[src/rtl/mil1553_pkg.sv]
// mil1553_pkg
// Shared types and constants for the PMOD1553 transmit path.
//   state_t            : message arbiter FSM states
//   TUSER_SYNC_*       : meaning of tuser bit0 (sync pattern selection)
//   DEFAULT_*_CYCLES   : default timing for a 100 MHz system clock
//   cnt_width()        : counter width able to hold 0..max_val (never below 1)

package mil1553_pkg;

   typedef enum logic [1:0] {
      IDLE = 2'd0,
      XFER = 2'd1,
      GAP  = 2'd2
   } state_t;

   // tuser bit0 selects the sync pattern the encoder puts in front of a word
   localparam logic TUSER_SYNC_CMD_STATUS = 1'b1;
   localparam logic TUSER_SYNC_DATA       = 1'b0;

   // 4 us minimum bus gap at 100 MHz
   localparam int DEFAULT_GAP_CYCLES   = 400;
   localparam int DEFAULT_STALL_CYCLES = 2000;

   // A zero maximum still needs a 1-bit counter so the vector is legal
   function automatic int cnt_width(input int max_val);
      if (max_val < 1) begin
         return 1;
      end
      return $clog2(max_val + 1);
   endfunction

endpackage

[src/rtl/mil1553_rr_pick.sv]
// mil1553_rr_pick
// Combinational 2-input round-robin picker.
//   req[1:0]   : request per port (bit N = port N)
//   last_grant : port index that completed the most recent message
//   grant[1:0] : one-hot pick, 00 when no request
// On a tie the port that was not served last wins.

module mil1553_rr_pick (
   input  logic [1:0] req,
   input  logic       last_grant,
   output logic [1:0] grant
);

   // Single requests win outright; a tie goes to the opposite of last_grant
   always_comb begin
      grant = 2'b00;
      case (req)
         2'b01:   grant = 2'b01;
         2'b10:   grant = 2'b10;
         2'b11:   grant = last_grant ? 2'b01 : 2'b10;
         default: grant = 2'b00;
      endcase
   end

endmodule

[src/rtl/mil1553_tx_arbiter.sv]
// mil1553_tx_arbiter
// Message-level arbiter in front of the single MIL-STD-1553 transmit encoder.
// Whole messages are granted round-robin between two AXIS word streams, a
// minimum idle gap is enforced between messages, and a message whose granted
// source stops presenting words for STALL_CYCLES clocks is aborted.
// Ports:
//   aclk, aresetn          : clock, synchronous active-low reset
//   s0_* / s1_*            : requester word streams (tdata, tuser, tvalid, tlast, tready)
//   m_*                    : stream to the encoder (tdata, tuser, tvalid, tlast, tready)
//   grant[1:0]             : one-hot active grant, 00 when no message owns the bus
//   abort                  : one-cycle pulse when a stalled message is dropped
//   msg_count              : completed messages, wraps to 0

module mil1553_tx_arbiter
   import mil1553_pkg::*;
#(
   parameter int GAP_CYCLES   = DEFAULT_GAP_CYCLES,
   parameter int STALL_CYCLES = DEFAULT_STALL_CYCLES,
   parameter int CNT_WIDTH    = 16
) (
   input  logic                 aclk,
   input  logic                 aresetn,
   input  logic [15:0]          s0_tdata,
   input  logic [7:0]           s0_tuser,
   input  logic                 s0_tvalid,
   input  logic                 s0_tlast,
   output logic                 s0_tready,
   input  logic [15:0]          s1_tdata,
   input  logic [7:0]           s1_tuser,
   input  logic                 s1_tvalid,
   input  logic                 s1_tlast,
   output logic                 s1_tready,
   output logic [15:0]          m_tdata,
   output logic [7:0]           m_tuser,
   output logic                 m_tvalid,
   output logic                 m_tlast,
   input  logic                 m_tready,
   output logic [1:0]           grant,
   output logic                 abort,
   output logic [CNT_WIDTH-1:0] msg_count
);

   localparam int GAP_W   = cnt_width(GAP_CYCLES);
   localparam int STALL_W = cnt_width(STALL_CYCLES);

   localparam logic [GAP_W-1:0]   GAP_LOAD    = GAP_W'(GAP_CYCLES);
   localparam logic [STALL_W-1:0] STALL_LIMIT = STALL_W'(STALL_CYCLES);

   state_t               state;
   state_t               state_next;
   logic [1:0]           grant_q;
   logic [1:0]           grant_next;
   logic                 last_grant;
   logic                 last_grant_next;
   logic [STALL_W-1:0]   stall_cnt;
   logic [STALL_W-1:0]   stall_next;
   logic [GAP_W-1:0]     gap_cnt;
   logic [GAP_W-1:0]     gap_next;
   logic [CNT_WIDTH-1:0] msg_cnt_q;
   logic [CNT_WIDTH-1:0] msg_cnt_next;

   logic [1:0]  req;
   logic [1:0]  pick_grant;
   logic        sel;
   logic        sel_valid;
   logic        sel_last;
   logic [15:0] sel_data;
   logic [7:0]  sel_user;

   assign req = {s1_tvalid, s0_tvalid};

   mil1553_rr_pick u_pick (
      .req        (req),
      .last_grant (last_grant),
      .grant      (pick_grant)
   );

   // grant_q is one-hot while in XFER, so its upper bit selects the source
   assign sel       = grant_q[1];
   assign sel_valid = sel ? s1_tvalid : s0_tvalid;
   assign sel_last  = sel ? s1_tlast  : s0_tlast;
   assign sel_data  = sel ? s1_tdata  : s0_tdata;
   assign sel_user  = sel ? s1_tuser  : s0_tuser;

   assign grant     = grant_q;
   assign msg_count = msg_cnt_q;

   // Next-state and output decode. An abort takes priority over any word
   // presented in the same cycle, so nothing is handshaken while it pulses.
   // The gap counter is loaded with GAP_CYCLES and leaves GAP when it would
   // count down to zero, giving GAP_CYCLES idle clocks (one when it is 0).
   always_comb begin
      state_next      = state;
      grant_next      = grant_q;
      last_grant_next = last_grant;
      stall_next      = stall_cnt;
      gap_next        = gap_cnt;
      msg_cnt_next    = msg_cnt_q;
      m_tdata         = 16'h0000;
      m_tuser         = 8'h00;
      m_tvalid        = 1'b0;
      m_tlast         = 1'b0;
      s0_tready       = 1'b0;
      s1_tready       = 1'b0;
      abort           = 1'b0;

      case (state)
         IDLE: begin
            stall_next = '0;
            if (req != 2'b00) begin
               grant_next = pick_grant;
               state_next = XFER;
            end
         end

         XFER: begin
            m_tdata = sel_data;
            m_tuser = sel_user;
            m_tlast = sel_last;
            if (stall_cnt == STALL_LIMIT) begin
               abort      = 1'b1;
               grant_next = 2'b00;
               stall_next = '0;
               gap_next   = GAP_LOAD;
               state_next = GAP;
            end else begin
               m_tvalid  = sel_valid;
               s0_tready = ~sel & m_tready;
               s1_tready = sel & m_tready;
               if (sel_valid && m_tready) begin
                  stall_next = '0;
                  if (sel_last) begin
                     msg_cnt_next    = msg_cnt_q + CNT_WIDTH'(1);
                     last_grant_next = sel;
                     grant_next      = 2'b00;
                     gap_next        = GAP_LOAD;
                     state_next      = GAP;
                  end
               end else if (!sel_valid) begin
                  stall_next = stall_cnt + STALL_W'(1);
               end
            end
         end

         GAP: begin
            if (gap_cnt <= GAP_W'(1)) begin
               state_next = IDLE;
            end else begin
               gap_next = gap_cnt - GAP_W'(1);
            end
         end

         default: begin
            state_next = IDLE;
            grant_next = 2'b00;
         end
      endcase
   end

   // State register; last_grant resets to port 1 so port 0 wins the first tie
   always_ff @(posedge aclk) begin
      if (!aresetn) begin
         state      <= IDLE;
         grant_q    <= 2'b00;
         last_grant <= 1'b1;
         stall_cnt  <= '0;
         gap_cnt    <= '0;
         msg_cnt_q  <= '0;
      end else begin
         state      <= state_next;
         grant_q    <= grant_next;
         last_grant <= last_grant_next;
         stall_cnt  <= stall_next;
         gap_cnt    <= gap_next;
         msg_cnt_q  <= msg_cnt_next;
      end
   end

endmodule

[config.mk]
export PLATFORM = sky130hd
export DESIGN_NAME = mil1553_tx_arbiter
export DESIGN_NICKNAME = d
export VERILOG_FILES = /design/src/rtl/mil1553_pkg.sv /design/src/rtl/mil1553_rr_pick.sv /design/src/rtl/mil1553_tx_arbiter.sv
export SDC_FILE = /design/constraint.sdc
export NUM_CORES = 1
export LEC_CHECK = 0
export CAP_MARGIN = 20
export CORE_MARGIN = 4
export CORE_UTILIZATION = 47
export DETAILED_ROUTE_END_ITERATION = 7
export GPL_ROUTABILITY_DRIVEN = 0
export PLACE_DENSITY = 0.86
export SLEW_MARGIN = 40
export SYNTH_ARGS = -nofsm -noshare
export SYNTH_HDL_FRONTEND = slang
export SYNTH_SLANG_ARGS = --single-unit
[constraint.sdc]
create_clock -name aclk -period 4.05 [get_ports aclk]
set_clock_uncertainty 0.15 [all_clocks]
set_input_delay 0.81 -clock aclk [delete_from_list [all_inputs] [get_ports aclk]]
set_output_delay 0.81 -clock aclk [all_outputs]
set_load 0.05 [all_outputs]
==> impl_results.md, run 1 <==
* Post-CTS setup buffer count at 0
* Final setup TNS at 0 ps
* Ant diodes at 0
* Unrepaired setup endpoints after global routing: no
* CP Max Fanout at 12
* Cell count after placement at 482
* Synthesized Nets at 384
* Slew HR at 0.581
* Gr ovfl total at 0
* I/O pins at 102
* Post-synth EDFFs at 0
* Crit-path slowest cell: clkdlybuf4s50_1
* CTS tree: built
* Worst-path cell chain: inv_1, ha_1, nand4b_1, o31a_1, nand2_1, nor2_1, clkdlybuf4s50_1
* Port-buffer cells at 101
* Die area at 6720 um^2
* Synthesis warning total at 0
* Bufs on Longest Clock Path at 2
* Status: complete, no violations
* Reg clk slew, reported paths at 80 ps
* Total Routing Usage GR at 0.243
* Crit path max-delay family: buffers and inverters
* Wire length of the first global-routing pass at 12600 um
* Htree depth at 2
* Slowest stage delay, CP at 810 ps
* Distinct cells, synth at 49
* FFs w/ async S/R, synth at 0
* Buf+Inv Stages, Crit Path at 2
* CTS sink cnt at 41
* Leak Pwr at 0.00126 uW
* Placed cell area at 3620 um^2
* Maximum vdd drop at 0.172 mV
* Fin. Hold Viols at 0
* Setup Crit Path Kind: reg2out
* Wire per inst at 15.6 um
* Critical path endpoint category: output pin
* Cell taking the most area after synthesis: dfxtp_1
* Netlist Area Pre-Place at 2570 um^2
* Die width at 82.0 um
* Core ar. at 5200 um^2
* Worst Tran Pin Value at 627 ps
* Cell count after synthesis at 324
* Cts repair resizes at 0
* Die height at 82.0 um
* DRT antenna net count at 0
* CTS root buffer: clkbuf_8
* Tcrit/Tclk final at 0.914
* PwrDens at 318 nW/um^2
* WHS at 331 ps
* Total CTS buffers at 5
* Post-Layout Cell Count at 490
* Synth top area share at 0.319
* Design Area, Final at 3700 um^2
* FMAX at 270 MHz
* #FFs+latches synth at 41
* Mapped Avg Cell Area at 7.94 um^2
* Dominant cells by area after synthesis: dfxtp_1, mux2i_1, nor2_1
* Sequential-to-total area share from yosys stat at 0.319
* Setup violators final at 0
* Vias/cell at 5.62
* Initial core utilization at 0.494
* DR DRC count at 0
* Via count at 2755
* Worst hold-check path type: reg2reg
* TritonRoute pass-1 iters at 4
* Top FF cell, synth: dfxtp_1
* Share of post-route cells with drive strength above 1 at 0.0500
* Post-DP HPWL at 6000 um
* Largest net degree at the start of global routing at 31
* 1st-iter DRT viols at 124
* Number of global-route vias before repair at 2771
* Max-Cap Viols at 0
* Max-slew violations at 0
* CP Launch Type: register
* P&R area growth vs syn at 43.8%
* Initial antenna violation count at 0
* Period minus WS final at 3700 ps
* CP Data Arrival Time at 2740 ps
* Core Util, Final at 0.711
* Fin nets at 479
* Core Rows at 26
* Filler instances at 414
* Drt total wl at 7650 um
* Hold buffers post-CTS at 0
* Later-pin clock latency in the skew report at 290 ps
* Critical Path RT at 3090 ps
==> worst reg2reg max path, cell delays in order, from the launching register on <==
cell	delay [ps]
dfxtp_1	440
inv_1	80
ha_1	190
nand4b_1	170
o31a_1	520
nand3_2	320
or4_1	470
a21oi_1	140
==> kinds of logic (layout without fill, tap and decap cells) <==
family,after synthesis,after routing,share of synthesized area
AND/OR/NAND/NOR,146,146,0.290
AO/OA/AOI/OAI,65,65,0.165
flip-flops,41,41,0.319
multiplexers,27,27,0.105
buffers and inverters,25,121,0.0452
XOR/XNOR,15,15,0.0511
adder cells (fa/ha/maj),5,5,0.0243
==> flip-flops by register name, indices dropped and copies added (netlist names) <==
register    flops
gap_cnt         9
msg_count      16
last_grant      1
grant           2
stall_cnt      11
state           2
==> cell usage in the layout (no fill, tap or decap), types with 2 or more instances in the layout <==
cell and count:
xor2_1 7, o31a_1 2, o22ai_1 3, clkinv_2 2
or4_1 2, nor2_1 58, nand4_1 12, a21oi_1 27
nand2_1 19, inv_1 7, nand4b_1 2, and4_1 3
dfxtp_1 40, o21ai_0 11, a211oi_2 3, nand3_2 2
nand2b_1 5, nand3_1 14, clkbuf_8 5, a211oi_1 2
or3_1 10, nor2b_1 2, mux2i_1 27, buf_4 4
ha_1 5, nor4_1 2, o31ai_1 4, nor3_1 4
a2bb2oi_1 2, and3_1 3, clkdlybuf4s50_1 101, xnor2_1 8
a31oi_1 3, and2_1 2
==> where the power goes <==
group / leakage [uW] / switching [uW] / total [uW] / internal (uW)
clock network: 0.0000450 / 138 / 258 / 119
logic: 0.000881 / 286 / 473 / 188
registers: 0.000332 / 23.5 / 444 / 420
==> path summary, 6_finish.rpt <==
kind | start | end | slack (ps) | cells past startpoint
setup / recovery | stall_cnt[1]$_SDFFE_PN0P_ | s0_tready | 350 | 7
hold / removal | msg_count[15]$_SDFFE_PN0P_ | msg_count[15]$_SDFFE_PN0P_ | 330 | 2
setup reg to reg | stall_cnt[1]$_SDFFE_PN0P_ | msg_count[15]$_SDFFE_PN0P_ | 1510 | 7
hold reg to reg | msg_count[15]$_SDFFE_PN0P_ | msg_count[15]$_SDFFE_PN0P_ | 330 | 2
==> final cells by class <==
cell class,instances,area [um^2],area share
timing repair buffer,105,1040,0.281
inverter,8,30.0,0.00812
tap,70,87.6,0.0237
sequential,41,822,0.222
multi-input combinational,258,1640,0.442
clock inverter,2,10.0,0.00271
clock buffer,6,72.6,0.0196
==> metal layers <==
layer  part of all wire  vias up  routed length, um  track usage
li1                   -     1360                  -            -
met4              0.030        0                229        0.115
met2               0.48      131               3660        0.425
met3               0.11       18                865        0.104
met1               0.38     1246               2900        0.250
met5                  0        -                  0            0
==> metrics by stage <==
stage               setup WS (ps)  total power (uW)
floorplan                     735               762
global placement              555               914
detailed placement            512               922
CTS                           351              1180
global route                  133              1240
finish                        349              1170
==> cell usage after synthesis, drive strengths merged (6+ instances only) <==
| cell | instances |
|---|---|
| nor2 | 58 |
| dfxtp | 41 |
| a21oi | 27 |
| mux2i | 27 |
| nand2 | 19 |
| nand3 | 16 |
| nand4 | 12 |
| clkbuf | 11 |
| o21ai | 11 |
| or3 | 10 |
| xnor2 | 8 |
| inv | 7 |
| xor2 | 7 |
| buf | 6 |
(Power assumes the default switching activity.)
==> run 2: changes to the inputs <==
Settings changed: CORE_MARGIN 4 to 5, CORE_UTILIZATION 47 to 48, PLACE_DENSITY 0.86 to 0.87, SLEW_MARGIN 40 to 20, SYNTH_HIERARCHICAL set to 1.
==> impl_results.md, run 2 <==
* Drt total wl at 7640 um (about the same)
* Critical R2R Capture: gap_cnt[6]$_SDFFE_PN0P_
* Metal3 WL at 619 um (-28%)
* Max-slew violations at 0 (unchanged)
* I/O pins at 102 (unchanged)
* RR Startpoint: state[1]$_SDFFE_PN0P_
* Fin. Hold Viols at 0 (unchanged)
* Distinct cells, synth at 60 (+22%)
* Cts repair resizes at 0 (unchanged)
* Slew HR at 0.419 (-0.161)
* Status: complete, no violations
* Critical Path RT at 3090 ps (about the same)
* Critical path endpoint category: output pin
* Core Util, Final at 0.703 (-0.00733)
* Port-buffer cells at 101 (unchanged)
* Post-Synth XOR/XNOR Area at 0.0594 (+0.00836)
* Number of global-route vias before repair at 2664 (-3.9%)
* Ant diodes at 0 (unchanged)
* Seq. cell area at 822 um^2 (unchanged)
* Wire length of the first global-routing pass at 12700 um (+0.32%)
* Max reg flops at 16 (unchanged)
* #FFs+latches synth at 41 (unchanged)
* PwrDens at 337 nW/um^2 (+6.2%)
* Top Metal Used: met4
* Die width at 84.3 um (+2.9%)
* Post-Layout Cell Count at 497 (+1.4%)
* Final setup TNS at 0 ps (unchanged)
* Largest family of logic cells by synthesized area: simple AND/OR/NAND/NOR gates
* CP Max Fanout at 10 (-2)
* Cell count after placement at 489 (+1.5%)
* Later-pin clock latency in the skew report at 290 ps (about the same)
* Leak Pwr at 0.00129 uW (+2.3%)
* Gr ovfl total at 0 (unchanged)
* Count leader, synth: nor2_1
* CP Data Arrival Time at 2690 ps (-50 ps)
* Tcrit/Tclk final at 0.901 (-0.0130)
* Synthesized Nets at 389 (+1.3%)
* Most instantiated cells after synthesis: nor2_1, dfxtp_1, mux2i_1, nand2_1
* Sequential-to-total area share from yosys stat at 0.309 (-0.00963)
* Via count at 2785 (+1.1%)
* Max-Cap Viols at 0 (unchanged)
* Commonest non-fill, non-tap cells in the layout: clkdlybuf4s50_1, nor2_1, dfxtp_1
* FFs w/ async S/R, synth at 0 (unchanged)
* Dominant cells by area after synthesis: dfxtp_1, mux2i_1, nor2_1
* Filler instances at 432 (+4.3%)
* Unrepaired setup endpoints after global routing: no
* Worst hold-check path type: reg2reg
* Met1 wire length at 3020 um (+4.4%)
* Wire per inst at 15.4 um (-1.4%)
* Mux cell area share after synthesis at 0.110 (+0.00485)
* CP startpoint: stall_cnt[4]$_SDFFE_PN0P_
* Total CTS buffers at 5 (unchanged)
* Vias/cell at 5.60 (-0.33%)
* TritonRoute pass-1 iters at 4 (unchanged)
* Hold Path Depth at 2 (unchanged)
* Commonest non-fill, non-tap cell in the layout: clkdlybuf4s50_1
* Htree depth at 2 (unchanged)
* Cell taking the most area after synthesis: dfxtp_1
* Fin nets at 484 (+1.0%)
* CP Launch Type: register
* Synth top area share at 0.309 (-0.00963)
* Synthesis warning total at 6 (+6)
* Critical Path Sink: abort
* Post-DP HPWL at 5720 um (-4.7%)
* 1st-iter DRT viols at 141 (+14%)
* Share of post-route cells with drive strength above 1 at 0.0635 (+0.0135)
* Met2 wire length at 3920 um (+7.3%)
* Die area at 7110 um^2 (+5.8%)
* Period minus WS final at 3650 ps (-52.8 ps)
* Worst Reg-to-Reg Cells at 5 (-2)
* Bufs on Longest Clock Path at 2 (unchanged)
* Reg clk slew, reported paths at 80 ps (about the same)
* Mapped Avg Cell Area at 8.06 um^2 (+1.5%)
* Reg2Reg Setup Slack at 1430 ps (-80 ps)
* Post-synth EDFFs at 0 (unchanged)
* Post-synthesis compound-gate area fraction at 0.169 (+0.00446)
* Post-CTS setup buffer count at 0 (unchanged)
* Worst Tran Pin Value at 871 ps (+244 ps)
* Largest net degree at the start of global routing at 35 (+13%)
* Hold buffers post-CTS at 0 (unchanged)
* DR DRC count at 0 (unchanged)
* Total Routing Usage GR at 0.214 (-0.0290)
* Core ar. at 5440 um^2 (+4.5%)
* Core Rows at 27 (+3.8%)
* Maximum vdd drop at 0.233 mV (+35%)
* CTS tree: built
* P&R area growth vs syn at 44.2%
* Post-synthesis simple-gate area fraction at 0.280 (-0.0102)
* Setup violators final at 0 (unchanged)
* CTS root buffer: clkbuf_8
* Initial antenna violation count at 0 (unchanged)
* Netlist Area Pre-Place at 2650 um^2 (+3.1%)
* Top FF cell, synth: dfxtp_1
* Adder-Cell Fraction of Synth Area at 0.0236 (-0.000734)
* Die height at 84.3 um (+2.9%)
* Multi-input gate area in the final layout at 1700 um^2 (+4.2%)
* DRT antenna net count at 0 (unchanged)
* Initial core utilization at 0.488 (-0.00654)
* Setup Crit Path Kind: reg2out
* Cell count after synthesis at 329 (+1.5%)
* CTS sink cnt at 41 (unchanged)
* FMAX at 274 MHz (+1.4%)
==> run 2: cell types whose count changed in the layout (fill, tap and decap cells not counted), moves of 4 or more <==
cell,previous run,this run
xnor2_1,8,16
a2111oi_2,0,4
nand2b_1,5,10
or3_1,10,5
a21oi_1,27,9
nand4_1,12,8
xor2_1,7,2
==> run 2: per-layer routing <==
| metal | GRT usage | vias up |
|---|---|---|
| met5 | 0 | - |
| met4 | 0.0489 | 0 |
| met3 | 0.0628 | 7 |
| met2 | 0.387 | 107 |
| met1 | 0.250 | 1288 |
| li1 | - | 1383 |
==> run 2: critical path, stage by stage (launching register included) <==
cell and delay, ps:
dfxtp_1 420, or3b_1 420, or3_1 540, nor2_1 190, clkdlybuf4s50_1 830
==> run 2: cell families (layout without fill, tap and decap cells) <==
| kind of cell | after synthesis | after routing |
|---|---|---|
| AOI/OAI and AO/OA | 59 | 59 |
| and+or+nand+nor | 151 | 151 |
| buffers and inverters | 26 | 122 |
| xor gates and xnor gates | 18 | 18 |
| DFF | 41 | 41 |
| adders and majority gates | 5 | 5 |
| muxes | 29 | 29 |
==> run 2: cell type report <==
| class | count | area share |
|---|---|---|
| sequential | 41 | 0.215 |
| clock buffer | 5 | 0.0180 |
| inverter | 9 | 0.00883 |
| tap | 72 | 0.0236 |
| timing repair buffer | 105 | 0.272 |
| multi-input combinational | 262 | 0.446 |
| clock inverter | 3 | 0.0170 |
==> run 2: how the worst min path moves through the flow <==
stage                                from                         end
3_5_place_dp   msg_count[15]$_SDFFE_PN0P_  msg_count[15]$_SDFFE_PN0P_
4_1_cts        msg_count[15]$_SDFFE_PN0P_  msg_count[15]$_SDFFE_PN0P_
2_1_floorplan     gap_cnt[7]$_SDFFE_PN0P_     gap_cnt[7]$_SDFFE_PN0P_
6_report       msg_count[15]$_SDFFE_PN0P_  msg_count[15]$_SDFFE_PN0P_
5_1_grt        msg_count[15]$_SDFFE_PN0P_  msg_count[15]$_SDFFE_PN0P_
3_3_place_gp   msg_count[15]$_SDFFE_PN0P_  msg_count[15]$_SDFFE_PN0P_
==> run 2: stage by stage <==
step / hold slack [ps] / total power (uW) / setup WS [ps] / cell area, um^2
2_1_floorplan: 305 / 748 / 775 / 2650
3_3_place_gp: 306 / 897 / 622 / 3690
3_5_place_dp: 326 / 902 / 607 / 3690
4_1_cts: 339 / 1290 / 386 / 3820
5_1_grt: 369 / 1350 / 308 / 3820
6_report: 338 / 1290 / 402 / 3820
==> run 2: where the power goes <==
part           leakage, uW  internal, uW  switching [uW]
Clock            0.0000681           245             147
Combinational     0.000887           184             256
Sequential        0.000332           421            36.6
Total              0.00129           850             439
==> run 3: changes to the inputs <==
Settings changed: CORE_UTILIZATION 48 to 49, CTS_BUF_LIST set to sky130_fd_sc_hd__clkbuf_8, PLACE_DENSITY 0.87 to 0.88.
==> impl_results.md, run 3 (synthesis gave the netlist of run 2 again) <==
* CTS root buffer: clkbuf_8
* Share of post-route cells with drive strength above 1 at 0.0657 (+0.00220)
* Wire per inst at 15.6 um (+1.4%)
* Max-slew violations at 0 (unchanged)
* Period minus WS final at 3600 ps (-44.9 ps)
* Tcrit/Tclk final at 0.890 (-0.0111)
* Post-CTS setup buffer count at 0 (unchanged)
* Cts repair resizes at 0 (unchanged)
* Leak Pwr at 0.00127 uW (-1.5%)
* Initial antenna violation count at 0 (unchanged)
* DRT antenna net count at 0 (unchanged)
* Total Routing Usage GR at 0.218 (+0.00387)
* Ant diodes at 0 (unchanged)
* Cell count after placement at 488 (-0.20%)
* Multi-input gate area in the final layout at 1700 um^2 (unchanged)
* FMAX at 278 MHz (+1.2%)
* Met1 wire length at 2890 um (-4.4%)
* Critical path endpoint category: output pin
* Port-buffer cells at 101 (unchanged)
* Final setup TNS at 0 ps (unchanged)
* CP Launch Type: register
* Initial core utilization at 0.513 (+0.0251)
* Core Rows at 26 (-3.7%)
* Die area at 6980 um^2 (-1.8%)
* Later-pin clock latency in the skew report at 290 ps (about the same)
* Via count at 2772 (-0.47%)
* Commonest non-fill, non-tap cell in the layout: clkdlybuf4s50_1
* CTS sink cnt at 41 (unchanged)
* P&R area growth vs syn at 42.6%
* CTS tree: built
* Slowest stage delay, CP at 820 ps (about the same)
* Max-Cap Viols at 0 (unchanged)
* Setup Crit Path Kind: reg2out
* Metal3 WL at 593 um (-4.2%)
* Worst Reg-to-Reg Cells at 5 (unchanged)
* Slew HR at 0.406 (-0.0136)
* 1st-iter DRT viols at 197 (+40%)
* DR DRC count at 0 (unchanged)
* Worst Tran Pin Value at 892 ps (+20.3 ps)
* CP Data Arrival Time at 2640 ps (-50 ps)
* Crit. path cell count at 4 (unchanged)
* Htree depth at 2 (unchanged)
* Commonest non-fill, non-tap cells in the layout: clkdlybuf4s50_1, nor2_1, dfxtp_1
* Crit-path slowest cell: clkdlybuf4s50_1
* Largest net degree at the start of global routing at 35 (unchanged)
* TritonRoute pass-1 iters at 5 (+1)
* Core ar. at 5170 um^2 (-4.9%)
* Die width at 83.6 um (-0.90%)
* Met2 wire length at 4100 um (+4.7%)
* Worst-path cell chain: or3b_1, or3_1, nor2_1, clkdlybuf4s50_1
* Vias/cell at 5.59 (-0.27%)
* Post-DP HPWL at 5920 um (+3.6%)
* Setup violators final at 0 (unchanged)
* Worst hold-check path type: reg2reg
* Fin. Hold Viols at 0 (unchanged)
* Switching power at 446 uW (+1.5%)
* Fin nets at 485 (+0.21%)
* Seq. cell area at 822 um^2 (unchanged)
* Buf+Inv Stages, Crit Path at 1 (unchanged)
* Flop pwr share at 0.387 (+0.032)
* Die height at 83.6 um (-0.90%)
* PwrDens at 310 nW/um^2 (-8.1%)
* I/O pins at 102 (unchanged)
* Filler instances at 381 (-12%)
* Crit path max-delay family: simple AND/OR/NAND/NOR gates
* Unrepaired setup endpoints after global routing: no
* Wire length of the first global-routing pass at 12800 um (+1.1%)
* Power share of the combinational group at 0.385 (+0.044)
* Sw frac at 0.380 (+0.0397)
* Reg clk slew, reported paths at 80 ps (about the same)
* Top Metal Used: met4
* CP Max Fanout at 10 (unchanged)
* Clk network pwr share at 0.228 (-0.076)
* Hold Path Depth at 2 (unchanged)
* Max reg flops at 16 (unchanged)
* Maximum vdd drop at 0.180 mV (-23%)
* Hold buffers post-CTS at 0 (unchanged)
* Gr ovfl total at 0 (unchanged)
* Number of global-route vias before repair at 2744 (+3.0%)
* Total CTS buffers at 5 (unchanged)
* Status: complete, no violations
* Bufs on Longest Clock Path at 2 (unchanged)
* Post-Layout Cell Count at 496 (-0.20%)
* Critical Path RT at 3090 ps (about the same)
* Drt total wl at 7740 um (+1.2%)
* P_int at 726 uW (-15%)
[run 3: cell count changes in the layout (fill, tap and decap cells not counted)]
cell / change
bufinv_16: -2
clkinvlp_4: +1
clkinv_2: +1
buf_4: +1
[run 3: final timing paths]
check	from	to	slack (ps)
worst max-delay path	stall_cnt[4]$_SDFFE_PN0P_	abort	450
worst min-delay path	msg_count[15]$_SDFFE_PN0P_	msg_count[15]$_SDFFE_PN0P_	330
worst max register to register	grant[1]$_SDFFE_PN0P_	msg_count[10]$_SDFFE_PN0P_	1470
worst min register to register	msg_count[15]$_SDFFE_PN0P_	msg_count[15]$_SDFFE_PN0P_	330
[run 3: metrics by stage]
step           cell area, um^2  power [uW]  utilization  setup WS (ps)  hold WS, ps
2_1_floorplan             2650         748            -            775          305
3_3_place_gp              3700         899        0.715            670          308
3_5_place_dp              3700         908        0.715            561          323
4_1_cts                   3780        1180        0.731            454          336
5_1_grt                   3780        1230        0.731            369          347
6_report                  3780        1170        0.731            447          332
[run 3: power by group through the flow]
stage | Clock [uW] | Combinational (uW) | Sequential (uW)
2_1_floorplan | 0 | 297 | 452
3_3_place_gp | 0 | 438 | 461
3_5_place_dp | 0 | 447 | 461
4_1_cts | 273 | 452 | 453
5_1_grt | 290 | 485 | 457
6_report | 267 | 452 | 453
[run 3: worst min-delay path: stages, from the launching register on]
cell and delay, ps:
dfxtp_1 330, nand2_1 50, mux2i_1 60
[run 3: final cells by class]
class,instances,share of cell area
clock inverters,3,0.00463
clock buffers,5,0.0182
repair buffers,106,0.277
multi-input cells,262,0.451
inverters,9,0.00893
flip-flops and latches,41,0.217
well taps,70,0.0232
[run 3: per-layer routing]
layer | global-route usage | vias up
met5 | 0 | -
met4 | 0.0614 | 0
met3 | 0.0642 | 13
met2 | 0.416 | 108
met1 | 0.230 | 1269
li1 | - | 1382
